**config.mk**
```make
export PLATFORM = sky130hd
export DESIGN_NAME = bus_arbiter_rr
export DESIGN_NICKNAME = d
export VERILOG_FILES = /design/src/rtl/bus_arbiter_rr.sv
export SDC_FILE = /design/constraint.sdc
export NUM_CORES = 1
export LEC_CHECK = 0
export ABC_AREA = 1
export CAP_MARGIN = 20
export CELL_PAD_IN_SITES_DETAIL_PLACEMENT = 0
export CELL_PAD_IN_SITES_GLOBAL_PLACEMENT = 1
export CORE_MARGIN = 4
export CORE_UTILIZATION = 36
export DETAILED_ROUTE_END_ITERATION = 8
export GPL_TIMING_DRIVEN = 0
export PLACE_DENSITY = 0.81
export REMOVE_ABC_BUFFERS = 1
export SYNTH_ARGS = -nofsm -noshare
export SYNTH_HDL_FRONTEND = slang
export SYNTH_SLANG_ARGS = --single-unit
```
**constraint.sdc**
```tcl
create_clock -name clk -period 2.1 [get_ports clk]
set_clock_uncertainty 0.05 [all_clocks]
set_input_delay 0.42 -clock clk [delete_from_list [all_inputs] [get_ports clk]]
set_output_delay 0.42 -clock clk [all_outputs]
set_load 0.05 [all_outputs]
```
**src/rtl/bus_arbiter_rr.sv**
```systemverilog
// Four-master round-robin bus arbiter with a hold quantum and a lock override.
// All outputs are registered. A grant appears one cycle after req is sampled.
module bus_arbiter_rr #(
  parameter int MAX_HOLD = 8,
  parameter int CNT_W    = 4
) (
  input  logic             clk,
  input  logic             reset,
  input  logic [3:0]       req,
  input  logic [3:0]       lock,
  output logic [3:0]       grant,
  output logic             grant_valid,
  output logic [1:0]       grant_id,
  output logic             handover,
  output logic [CNT_W-1:0] hold_cnt
);

  typedef enum logic {IDLE, GRANT} state_t;

  localparam logic [CNT_W-1:0] HOLD_MAX = CNT_W'(MAX_HOLD - 1);

  state_t     state;
  logic [1:0] last;
  logic [3:0] others;
  logic       take;
  logic       rel;
  logic [1:0] sel;

  // Scan from the farthest offset down so the nearest requester after ptr wins.
  function automatic logic [1:0] rr_pick(input logic [3:0] mask, input logic [1:0] ptr);
    logic [1:0] idx;
    rr_pick = ptr;
    for (int i = 4; i >= 1; i--) begin
      idx = ptr + 2'(i);
      if (mask[idx]) rr_pick = idx;
    end
  endfunction

  assign others = req & ~grant;

  always_comb begin
    take = 1'b0;
    rel  = 1'b0;
    sel  = rr_pick(req, last);
    if (state == IDLE) begin
      take = |req;
    end else if (!req[grant_id]) begin
      if (|others) begin
        take = 1'b1;
        sel  = rr_pick(others, last);
      end else begin
        rel = 1'b1;
      end
    end else if (|others && !lock[grant_id] && hold_cnt == HOLD_MAX) begin
      take = 1'b1;
      sel  = rr_pick(others, last);
    end
  end

  always_ff @(posedge clk) begin
    if (reset) begin
      state       <= IDLE;
      last        <= 2'd3;
      grant       <= 4'b0000;
      grant_valid <= 1'b0;
      grant_id    <= 2'd0;
      handover    <= 1'b0;
      hold_cnt    <= '0;
    end else if (take) begin
      state       <= GRANT;
      last        <= sel;
      grant       <= 4'b0001 << sel;
      grant_valid <= 1'b1;
      grant_id    <= sel;
      handover    <= 1'b1;
      hold_cnt    <= '0;
    end else if (rel) begin
      state       <= IDLE;
      grant       <= 4'b0000;
      grant_valid <= 1'b0;
      grant_id    <= 2'd0;
      handover    <= 1'b0;
      hold_cnt    <= '0;
    end else begin
      handover <= 1'b0;
      if (state == GRANT && hold_cnt != HOLD_MAX) hold_cnt <= hold_cnt + 1'b1;
    end
  end

endmodule

```
After elaboration in Yosys (flattened, before gate mapping)
Cells that the tools add are included.
Cells by class
  add/sub/neg operators: 4
  $mul: 0
  div/mod/pow operators: 0
  $lt $le $gt $ge: 4
  equality and inequality tests: 2
  shift-type cells: 1
  muxes and demuxes: 40
  bitwise gates (word level): 2
  reductions and logical operators: 8
Operators with widths (count)
  2-bit two-way mux: 12
  1-bit two-way mux: 18
  1-bit binary-select mux with 2-bit select: 8
  2-bit by 3-bit less-than comparator with 1-bit output (second input constant): 4
  4-bit two-way mux: 2
  4-bit OR reduction: 2
  2-bit adder (second input constant): 2
  4-bit by 1-bit adder with 4-bit output (second input constant): 1
  4-bit bitwise AND: 1
  4-bit by 3-bit equality test with 1-bit output (second input constant): 1
  4-bit by 3-bit != test with 1-bit output (second input constant): 1
  4-bit NOT: 1
  1-bit by 2-bit << shifter with 4-bit output (first input constant): 1
  1-bit logical AND: 3
  3-bit OR reduction: 1
  2-bit by 1-bit adder with 2-bit output (second input constant): 1
  2-bit nonzero test: 1
  1-bit zero test: 1
Word-level totals
  register bits after elaboration: 14
  latch bits: 0
  bits in writable memories: 0
  bits in read-only memories: 0
  bits of input ports: 10
  output and inout bits: 12
  word-level logic and storage cells: 67
  memories kept: 0

Longest topological paths before layout
Gate-level depths: netlist of run 1.
  depth after elaboration: 12
  depth in mapped cells: 14
  depth with buffers taken out: 13

Least setup slack after synthesis of run 1
OpenSTA, ideal clock, no wires.
  path type: reg2reg
  start: reg hold_cnt[0]
  end: reg grant[0]
  library setup time: 0.113 ns
  arrival time: 1.774 ns
  required time: 1.937 ns
  path slack: 0.163 ns
  stages on the path, launching flop included: 12
  path buffers: 0
  clock period less this slack: 1.937 ns
  path through: dfxtp_1 -> ha_1 -> nand2_1 -> nor2_1 -> nand2_1 -> nand2_2 -> nand2_4 -> nor2_1 -> nand3_2 -> nor2b_2 -> nand3_1 -> nand2_1
On the way
  word-level cells in the longest chain between the ends: 7
  elaborated cells between the ends (all ways): 11
  classes of those cells: 1 x eq/ne; 1 x shift; 7 x mux; 2 x reduce/logical
Ends and longest elaborated chain
  from (decl): RTL line 15  | output logic [CNT_W-1:0] hold_cnt
  from (signal assigned): RTL line 86  | if (state == GRANT && hold_cnt != HOLD_MAX) hold_cnt <= hold_cnt + 1'b1;
  4-bit by 3-bit equality test with 1-bit output (*): RTL line 54  | end else if (|others && !lock[grant_id] && hold_cnt == HOLD_MAX) begin
  1-bit logical AND (*): RTL line 54
  2-bit two-way mux: RTL line 54
  2-bit two-way mux: RTL line 47  | end else if (!req[grant_id]) begin
  2-bit two-way mux: RTL line 45  | if (state == IDLE) begin
  1-bit by 2-bit << shifter with 4-bit output: RTL line 72  | grant <= 4'b0001 << sel;
  4-bit two-way mux: RTL line 69  | end else if (take) begin
  to (signal assigned): RTL line 72
  to (decl): RTL line 11  | output logic [3:0] grant,
Every way passes the cells marked *; elsewhere a longest branch is shown, timed or not.
A chain may end at the register's enable or synchronous reset.

Worst setup path after layout of run 1
  start: reg grant_id[1]
  end: out grant_id[1]
RTL lines
  from (decl): RTL line 13  | output logic [1:0] grant_id,
  from (signal assigned): RTL line 74  | grant_id <= sel;
No word-level cell between the ends.

==> results.yml, run 1 <==
yosys:
  synth_area_leader_cell: "nand2_1"
  synthArstFlopShare_pct: 0
  ys_warn_count: 0
  synth_area_mm2: 0.001209
  synth_edf_count: 0
  syn_inst: 195
  synth_common_cells: "nand2_1 (78), nand3_1 (18), nor2_1 (18)"
  synth_top_flop_cell: "dfxtp_1"
  ys_seq_area_share_pct: 23.19
  synth_area_leaders: "nand2_1 (24%), dfxtp_1 (23%), nand3_1 (7.5%), nor2_1 (5.6%), nand3_2 (5.0%)"
  avgSynthCellArea_um2: 6.198
  yosysUniqueCellTypes: 31
  synth.most_common_cell: "nand2_1"
  synth-seq-cells: 14
  synth.top_cell.area_share_pct: 24.22
critical_path:
  crit_path_end_kind: "output pin"
  crit_arrival_ns: 1.51
  critPathMaxStageDelay_ns: 0.84
  crit_family: "buffers and inverters"
  r2r_slack_ns: 0.29
  slowest_stage: "clkdlybuf4s50_1"
  cp_max_fo: 4
  cp_cell_sequence: "clkdlybuf4s50_1"
  cp.required_ns: 1.63
  worstSetupPathType: "reg2out"
  path_buf_inv: 1
  start_kind: "register"
routing:
  dr.pass1.iters: 4
  routed_wl_um: 3029
  vias: 1245
  drc: 0
  via_per_inst: 4.844
  drtAntennaViolNets: 0
  drtIter0Drc: 94
  wl_per_cell_um: 11.79
global_route:
  grt_max_degree: 18
  grt_pass1_wl_um: 5278
  overflow: 0
  track_usage_pct: 15.43
  antenna_found_initial: 0
  grt_pass1_vias: 1205
timing:
  rsz0062_at_grt: "false"
  timing.final.crit_share_pct: 94.31
  post-route-min-period_ns: 1.980
  slew_headroom_pct: 65.99
  hold_violations: 0
  finalMaxSlewViolations: 0
  finalSetupViolCount: 0
  setup_slack_ns: 0.1195
  tightest_slew_ns: 0.5086
  max_freq_mhz: 504.9
  tns_ns: 0
  holdWs_ns: 0.4270
pwr:
  powerDensity_mw_per_mm2: 1332
  power_mw: 1.935
  p_leak_nw: 0.7126
  ir_worst_vdd_mv: 0.6296
clocking:
  clkSinkCount: 14
  hold_buffers: 0
  tritoncts: "yes"
  clk_pin_slew_ns: 0.07
  cts-root-buf: "clkbuf_4"
  clk_path_buf_depth: 2
  htreeDepth: 1
  clk_latency_ns: 0.29
  cts_buffers: 3
floorplan:
  dieArea_mm2: 0.004348
  core_area_mm2: 0.003128
  pin_count: 22
  std_cell_rows: 20
  start_util_pct: 38.64
  die_w_um: 65.94
  die_h_um: 65.94
hold_path:
  hold_class: "reg2reg"
cells_and_area:
  drive_gt1_share_pct: 15.49
  nets: 226
  diodes: 0
  syn2layout_area_growth_pct: 20.19
  stdcell_count: 257
placement:
  gp_congestion: 0.7919
  dpl.hpwl_um: 2388
  place_ws_ns: -0.2497
  port_buffers: 21
  numPlacedInstances: 254
job:
  cap_violations: 0
outcome:
  status: "completed"
## sequential cells by signal, indices dropped and copies added (netlist names)
register / cells
hold_cnt: 4
last: 2
handover: 1
grant_valid: 1
grant: 4
grant_id: 2
## cell type report
class	instances	area (um^2)
fillers	338	1675
multi-input cells	158	802.0
flip-flops and latches	14	287.8
repair buffers	21	216.5
inverters	17	68.82
well taps	44	55.05
clock buffers	3	22.52
## layout by cell type (no fill, tap or decap), types with 3 or more instances in the layout
master / instances
inv_2: 5
nor2_4: 3
a21oi_1: 6
dfxtp_1: 12
dlymetal6s2s_1: 3
o21ai_1: 5
nand2_1: 78
nand2_2: 3
nor2_1: 18
inv_1: 11
clkbuf_4: 3
nand3_2: 6
nand3_1: 18
nand4_1: 4
clkdlybuf4s50_1: 17
## path summary, 6_finish.rpt
check | start | endpoint | cells past startpoint
min | grant[0] | grant[0] | 2
max reg2reg | last[1] | grant_id[1] | 12
min reg2reg | grant[0] | grant[0] | 2
max | grant_id[1] | grant_id[1] | 1
## what timing repair did
action | 4_1_cts | 5_1_grt
hold endpoints to repair | 0 | 0
buffers inserted | 0 | 0
setup endpoints to repair | 8 | 8
gates resized for setup | 2 | 7
## through the flow
stage | instance area (um^2) | util (%)
detailed placement | 1416 | 45.28
floorplan | 1151 | -
global placement | 1416 | 45.28
CTS | 1439 | 46.00
finish | 1453 | 46.44
global route | 1453 | 46.44
## per-layer routing
layer  track usage, %  vias up  part of all wire, %
met5                0        -                    0
met4            5.330        0                  1.5
met3            1.871        5                  2.4
met2            25.66       16                   46
met1            20.43      568                   50
li1                 -      656                    -
## cells by family after synthesis
family          after synthesis  share of synthesized area [%]
simple gates                139                          55.49
fa+ha+maj                     1                          1.035
flops                        14                          23.19
buf+inv                      23                          10.45
compound gates               17                          9.110
xor+xnor                      1                         0.7248
## where the power goes
group	internal (mW)	switching, mW	leakage, nW
clock network	0.0667	0.0852	0.0138
registers	0.348	0.125	0.115
logic	0.429	0.881	0.584
Note: power is estimated with default switching activity, not from simulation.
==> inputs of run 2 (changes only) <==
--- a/config.mk
+++ b/config.mk
@@ -6,7 +6,7 @@
 export NUM_CORES = 1
 export LEC_CHECK = 0
 export ABC_AREA = 1
-export CAP_MARGIN = 20
+export CAP_MARGIN = 15
 export CELL_PAD_IN_SITES_DETAIL_PLACEMENT = 0
 export CELL_PAD_IN_SITES_GLOBAL_PLACEMENT = 1
 export CORE_MARGIN = 4
@@ -15,6 +15,7 @@
 export GPL_TIMING_DRIVEN = 0
 export PLACE_DENSITY = 0.81
 export REMOVE_ABC_BUFFERS = 1
+export SLEW_MARGIN = 20
 export SYNTH_ARGS = -nofsm -noshare
 export SYNTH_HDL_FRONTEND = slang
 export SYNTH_SLANG_ARGS = --single-unit
==> results of run 2 <==
The final DEF is identical to that of run 1; final timing and power are the same.
